==> config.mk <==
export PLATFORM = sky130hd
export DESIGN_NAME = dac_frame_serializer_flat
export DESIGN_NICKNAME = d
export VERILOG_FILES = /design/src/rtl/dac_pkg.sv /design/src/rtl/dac_frame_serializer_if.sv /design/src/rtl/dac_frame_serializer_sat_counter.sv /design/src/rtl/dac_frame_serializer.sv /design/src/flat_wrapper.sv
export SDC_FILE = /design/constraint.sdc
export NUM_CORES = 1
export LEC_CHECK = 0
export ABC_CLOCK_PERIOD_IN_PS = 1700
export CAP_MARGIN = 10
export CORE_ASPECT_RATIO = 2
export CORE_MARGIN = 10
export CORE_UTILIZATION = 43
export DETAILED_ROUTE_END_ITERATION = 8
export GPL_ROUTABILITY_DRIVEN = 0
export GPL_TIMING_DRIVEN = 1
export PLACE_DENSITY = 0.75
export RECOVER_POWER = 25
export SETUP_SLACK_MARGIN = 0.4
export SLEW_MARGIN = 20
export SYNTH_ARGS = -nofsm -noshare
export SYNTH_HDL_FRONTEND = slang
export SYNTH_SLANG_ARGS = --single-unit
==> constraint.sdc <==
create_clock -name clk_dac0 -period 1.7 [get_ports clk_dac0]
set_input_delay 0.17 -clock clk_dac0 [delete_from_list [all_inputs] [get_ports clk_dac0]]
set_output_delay 0.17 -clock clk_dac0 [all_outputs]
set_load 0.01 [all_outputs]
==> src/rtl/dac_pkg.sv <==
// Shared DAC/ADC framer definitions.
// State encoding and slot-width helper.
package dac_pkg;

  typedef enum logic {
    ST_IDLE = 1'b0,
    ST_RUN  = 1'b1
  } state_t;

  function automatic int clog2(input int n);
    int r;
    r = 0;
    while ((1 << r) < n) r = r + 1;
    return r;
  endfunction

  function automatic int slot_w(input int n);
    return (clog2(n) < 1) ? 1 : clog2(n);
  endfunction

endpackage

==> src/rtl/dac_frame_serializer_if.sv <==
// FWFT FIFO read-side bundle.
// master = FIFO, slave = frame serializer.
interface dac_frame_serializer_if #(
  parameter int W = 32
);
  logic [W-1:0] fifo_dout;
  logic         fifo_empty;
  logic         fifo_rd_en;

  modport master (
    output fifo_dout,
    output fifo_empty,
    input  fifo_rd_en
  );

  modport slave (
    input  fifo_dout,
    input  fifo_empty,
    output fifo_rd_en
  );
endinterface

==> src/rtl/dac_frame_serializer_sat_counter.sv <==
// Saturating event counter.
// Holds at all-ones instead of wrapping.
module sat_counter #(
  parameter int W = 16
) (
  input  logic         clk,
  input  logic         reset,
  input  logic         inc,
  output logic [W-1:0] count
);

  always_ff @(posedge clk) begin
    if (reset) begin
      count <= '0;
    end else if (inc && (count != '1)) begin
      count <= count + W'(1);
    end
  end

endmodule

==> src/rtl/dac_frame_serializer.sv <==
// FIFO word -> DDR lane serializer for the DAC.
// One word per frame, one channel sample per slot.
module dac_frame_serializer
  import dac_pkg::*;
#(
  parameter int NCH      = 2,
  parameter int SAMPLE_W = 16,
  parameter int LANE_W   = 8,
  parameter int CNT_W    = 16
) (
  input  logic                 clk_dac0,
  input  logic                 reset,
  input  logic                 enable,
  input  logic                 underrun_zero,
  dac_frame_serializer_if.slave fifo,
  output logic [LANE_W-1:0]    ddr_d0,
  output logic [LANE_W-1:0]    ddr_d1,
  output logic                 frame,
  output logic                 active,
  output logic [CNT_W-1:0]     underrun_cnt
);

  localparam int SW = slot_w(NCH);
  localparam int WW = NCH * SAMPLE_W;
  localparam logic [SW-1:0] LAST = SW'(NCH - 1);

  state_t        state, state_n;
  logic [SW-1:0] slot, slot_n;
  logic [WW-1:0] word_q, word_n;
  logic          rd, uflow, last;
  logic [SAMPLE_W-1:0] sample;

  assign last   = (slot == LAST);
  assign sample = word_q[slot*SAMPLE_W +: SAMPLE_W];

  assign fifo.fifo_rd_en = rd && !reset;

  always_comb begin
    state_n = state;
    slot_n  = slot;
    word_n  = word_q;
    rd      = 1'b0;
    uflow   = 1'b0;
    unique case (state)
      ST_IDLE: begin
        if (enable && !fifo.fifo_empty) begin
          rd      = 1'b1;
          word_n  = fifo.fifo_dout;
          slot_n  = '0;
          state_n = ST_RUN;
        end
      end
      ST_RUN: begin
        if (!last) begin
          slot_n = slot + 1'b1;
        end else begin
          slot_n = '0;
          // stop wins over underrun so a clean stop never counts
          if (!enable) begin
            state_n = ST_IDLE;
            word_n  = '0;
          end else if (!fifo.fifo_empty) begin
            rd     = 1'b1;
            word_n = fifo.fifo_dout;
          end else begin
            uflow = 1'b1;
            if (underrun_zero) word_n = '0;
          end
        end
      end
    endcase
  end

  always_ff @(posedge clk_dac0) begin
    if (reset) begin
      state  <= ST_IDLE;
      slot   <= '0;
      word_q <= '0;
      ddr_d0 <= '0;
      ddr_d1 <= '0;
      frame  <= 1'b0;
      active <= 1'b0;
    end else begin
      state  <= state_n;
      slot   <= slot_n;
      word_q <= word_n;
      active <= (state_n == ST_RUN);
      if (state == ST_RUN) begin
        ddr_d0 <= sample[SAMPLE_W-1:LANE_W];
        ddr_d1 <= sample[LANE_W-1:0];
        frame  <= (slot == '0);
      end else begin
        ddr_d0 <= '0;
        ddr_d1 <= '0;
        frame  <= 1'b0;
      end
    end
  end

  sat_counter #(
    .W(CNT_W)
  ) u_underrun_cnt (
    .clk  (clk_dac0),
    .reset(reset),
    .inc  (uflow),
    .count(underrun_cnt)
  );

endmodule

==> src/flat_wrapper.sv <==
// flat-port wrapper written by rule: the top's interface ports become plain ports
module dac_frame_serializer_flat import dac_pkg::*;
#(
  parameter int NCH      = 2,
  parameter int SAMPLE_W = 16,
  parameter int LANE_W   = 8,
  parameter int CNT_W    = 16
)
  (clk_dac0, reset, enable, underrun_zero, ddr_d0, ddr_d1, frame, active, underrun_cnt, fifo_fifo_dout, fifo_fifo_empty, fifo_fifo_rd_en);
  dac_frame_serializer_if #(.W(32)) fifo_i ();
  input  logic clk_dac0;
  input  logic reset;
  input  logic enable;
  input  logic underrun_zero;
  output logic [LANE_W-1:0] ddr_d0;
  output logic [LANE_W-1:0] ddr_d1;
  output logic frame;
  output logic active;
  output logic [CNT_W-1:0] underrun_cnt;
  input wire logic [$bits(fifo_i.fifo_dout)-1:0] fifo_fifo_dout;
  input wire logic [$bits(fifo_i.fifo_empty)-1:0] fifo_fifo_empty;
  output wire logic [$bits(fifo_i.fifo_rd_en)-1:0] fifo_fifo_rd_en;
  assign fifo_i.fifo_dout = fifo_fifo_dout;
  assign fifo_i.fifo_empty = fifo_fifo_empty;
  assign fifo_fifo_rd_en = fifo_i.fifo_rd_en;
  dac_frame_serializer #(.NCH(NCH), .SAMPLE_W(SAMPLE_W), .LANE_W(LANE_W), .CNT_W(CNT_W)) u_core (.clk_dac0(clk_dac0), .reset(reset), .enable(enable), .underrun_zero(underrun_zero), .fifo(fifo_i), .ddr_d0(ddr_d0), .ddr_d1(ddr_d1), .frame(frame), .active(active), .underrun_cnt(underrun_cnt));
endmodule
==> key figures, run 1 <==
Outcome
  – Status: finished, final reports clean

GRT
  – GRT overflow: 0
  – GRT Total Usage: 17.25%
  – Largest net degree at the start of global routing: just under 50
  – Vias in the first global route: roughly 2900
  – First-pass GRT wire length: between 10000 and 15000 um
  – Initial antenna violation count: 0

STA
  – Fin. max-slew vios: 0
  – Tcrit/Tclk final: about 95%
  – Minimum clock period: roughly 1.6 ns
  – RSZ-0062 raised after global routing: yes
  – Max transition margin: ~55%
  – Worst-Margin Slew: 0.6737 ns
  – FMAX: slightly above 600 MHz
  – Hold Vio Cnt, Final: 0
  – TNS Setup: 0 ns
  – Clock Skew: 0.006085 ns
  – # setup viols final: 0

Synthesis
  – #FFs+latches synth: 67
  – Yosys warns: 0
  – Unique masters post-synth: 38
  – Synth Cell Area: between 2000 and 3000 sq um
  – Mean Syn Cell Area: 8.859 sq um
  – Syn nets: 348
  – Post-synthesis cell count: 310
  – Post-synthesis sequential area ratio: between 40% and 50%

Pwr
  – Power share of the sequential group: about two fifths
  – Sw Pwr: 0.9535 mW
  – Pint: just over 3 mW
  – Cell Pwr Density: about 870 nW/um^2
  – Leakage Power: approximately 1.9 nW
  – Switch share: about a quarter
  – Combinational Power Share: between 10% and 20%
  – Clock group share of total power: 45.8%
  – Worst VDD drop: slightly below 600 uV

Detailed routing
  – Vias post-DR: around 2900
  – DRC: 0
  – Vias/cell: roughly 5.6
  – Drt first pass iters: 5
  – DR iter-0 viols: between 200 and 250
  – Routed Antenna Nets: 0
  – Wire length reported by the detailed router: slightly below 10000 um
  – Per-cell routed wire length: between 15 and 20 um

Worst hold path
  – Hold_sp: reset
  – Hold Path End: u_core.u_underrun_cnt.count[10]
  – HP Class: in2reg
  – Hold Path Stages: 3

CTS
  – CTS tree: yes
  – H-tree levels: 3
  – Clk root buf: clkbuf_16
  – Clock Tree Buf Depth: 2
  – CTS buffer count: 9
  – Worst-Skew Late Latency: around 0.33 ns
  – Clk pin slew, worst setup/hold paths: around 0.05 ns
  – CTS Sinks: 67

Setup path
  – WS Path Type: reg2reg
  – Worst reg2reg path endpoint: u_core.u_underrun_cnt.count[2]
  – Worst Setup End Kind: register
  – Worst reg2reg path startpoint: u_core.active
  – Critical Path AT: between 1.5 and 2 ns
  – Crit Path Max Fanout: 6
  – Worst R2R Path Depth: 7
  – R2R setup slack: roughly 0.09 ns
  – Worst EP required: ~2 ns
  – Crit start category: register

Finish
  – Commonest non-fill, non-tap cells in the layout: dfxtp_1, a21oi_1, nand2_1, dlygate4sd2_1, clkdlybuf4s50_1
  – Multi-input gate area: 1627 sq um
  – FF+latch area: 1393 sq um
  – Ant diodes: 0
  – Final Non-Filler Cells: between 500 and 600
  – Total Nets Final: ~460
  – Fill cells: about 440
  – Share of layout cells above drive strength 1: about a third
  – Area Growth Syn to Fin: 70.39%
  – Commonest non-fill, non-tap cell in the layout: dfxtp_1

Floorplan
  – # rows: slightly above 40
  – Die ar.: a little over 10000 sq um
  – Core area: about 6300 sq um
  – Die H: around 130 um
  – Initial Util: between 40% and 50%
  – Die width: 76.51 um
  – Io pins: ~70

Placement
  – Placed insts: about 460
  – DP HPWL: about 5300 um
  – IO buf count: 71

Run
  – MaxCap Viol Count: 0
-- state kept, by name (all words and copies together), names as in the netlist --
| name | cells |
|---|---|
| u_core.word_q | 32 |
| u_core.u_underrun_cnt.count | 16 |
| u_core.ddr_d0 | 8 |
| u_core.ddr_d1 | 8 |
| u_core.active | 1 |
| u_core.frame | 1 |
| u_core.last | 1 |
-- worst max-delay path: stages (launching register included) --
cell	delay, ns
dfxtp_1	0.37
and4_4	0.25
buf_12	0.12
buf_4	0.13
o41ai_4	0.07
buf_4	0.14
or3_1	0.30
a21oi_1	0.14
-- repair_timing --
item                                    in CTS  in global routing
endpoints found under the setup margin      84                 64
setup buffers                               14                  9
hold buffers                                 0                  0
endpoints found under the hold margin        0                  0
pin swaps                                   14                 32
gates cloned                                 5                  1
gates resized for setup                     66                 58
-- synthesized netlist by cell type (all sizes together) --
master	n	area, sq um
nand4b	1	23.77
nand2b	2	12.51
o311a	1	10.01
inv	5	18.77
nor4	2	12.51
or4b	1	10.01
o221a	2	22.52
and4	2	17.52
o41ai	3	52.56
a21oi	45	225.2
and2	2	12.51
nand4	5	65.07
and3	1	6.260
mux2i	17	170.2
nand3	38	190.2
nor2b	2	12.51
o221ai	1	8.760
nand2	42	157.7
o21ai	7	35.03
or3	8	50.05
o311ai	1	8.760
ha	1	12.51
or4	4	30.03
o21bai	2	15.01
nor2	22	82.58
dfxtp	67	1341
buf	11	62.55
clkbuf	9	33.78
xor2	1	8.760
o31ai	5	37.54
-- routing by layer --
layer	vias to the layer above	routed length (um)	part of all wire, %	track usage [%]
li1	1324	-	-	-
met1	1367	3362	35	15.80
met5	-	0	0	0
met3	25	560	5.8	5.292
met2	140	5433	56	31.84
met4	0	282	2.9	10.81
-- metrics by stage --
stage	instance area, sq um	hold slack [ns]	power, mW	setup slack [ns]	util [%]
finish	4679	0.2210	4.071	0.08939	74.77
global route	4679	0.2412	4.200	0.04844	74.77
CTS	4329	0.1746	4.003	0.1477	69.17
detailed placement	3745	0.4449	2.058	-0.1510	59.84
global placement	3745	0.4371	2.050	-0.1131	59.84
floorplan	2854	0.3219	1.879	0.2066	-
-- worst max-delay path by stage --
| stage | start | cells past startpoint | slack (ns) | endpoint |
|---|---|---|---|---|
| after CTS | u_core.active | 5 | 0.15 | u_core.u_underrun_cnt.count[15] |
| after global placement | fifo_fifo_empty | 6 | -0.11 | u_core.u_underrun_cnt.count[6] |
| after global routing | u_core.active | 6 | 0.05 | u_core.u_underrun_cnt.count[14] |
| final | u_core.active | 7 | 0.09 | u_core.u_underrun_cnt.count[2] |
| after detailed placement | fifo_fifo_empty | 6 | -0.15 | u_core.u_underrun_cnt.count[13] |
| after floorplan | u_core.active | 6 | 0.21 | u_core.u_underrun_cnt.count[6] |
-- layout make-up --
type                    count  area share, %
multi-input cells         218          34.76
flip-flops and latches     67          29.76
repair buffers            117          26.36
clock buffers              11          5.401
well taps                  86          2.299
clock inverters             4          1.016
inverters                   5         0.4011
-- power groups by stage --
stage / Combinational, mW / Sequential, mW / Clock, mW
6_report: 0.564 / 1.64 / 1.86
5_1_grt: 0.599 / 1.65 / 1.95
4_1_cts: 0.480 / 1.65 / 1.88
3_5_place_dp: 0.368 / 1.69 / 0
3_3_place_gp: 0.363 / 1.69 / 0
2_1_floorplan: 0.195 / 1.68 / 0
-- cell families (layout without fill, tap and decap cells) --
kind of cell | after synthesis | in the layout | share of synthesized area, %
buffers and inverters | 25 | 137 | 4.191
adders and majority gates | 1 | 1 | 0.4555
DFF | 67 | 67 | 48.84
xor gates and xnor gates | 1 | 1 | 0.3190
AOI/OAI and AO/OA | 67 | 67 | 15.13
muxes | 17 | 17 | 6.196
and+or+nand+nor | 132 | 132 | 24.87
Note: power is estimated with default switching activity, not from simulation.
==> run 2, diff against run 1 <==
- CAP_MARGIN: 10 -> 15
- HOLD_SLACK_MARGIN: not set -> 0.1
==> results of run 2 <==
No change in the layout: final DEF, timing and power equal those of run 1.
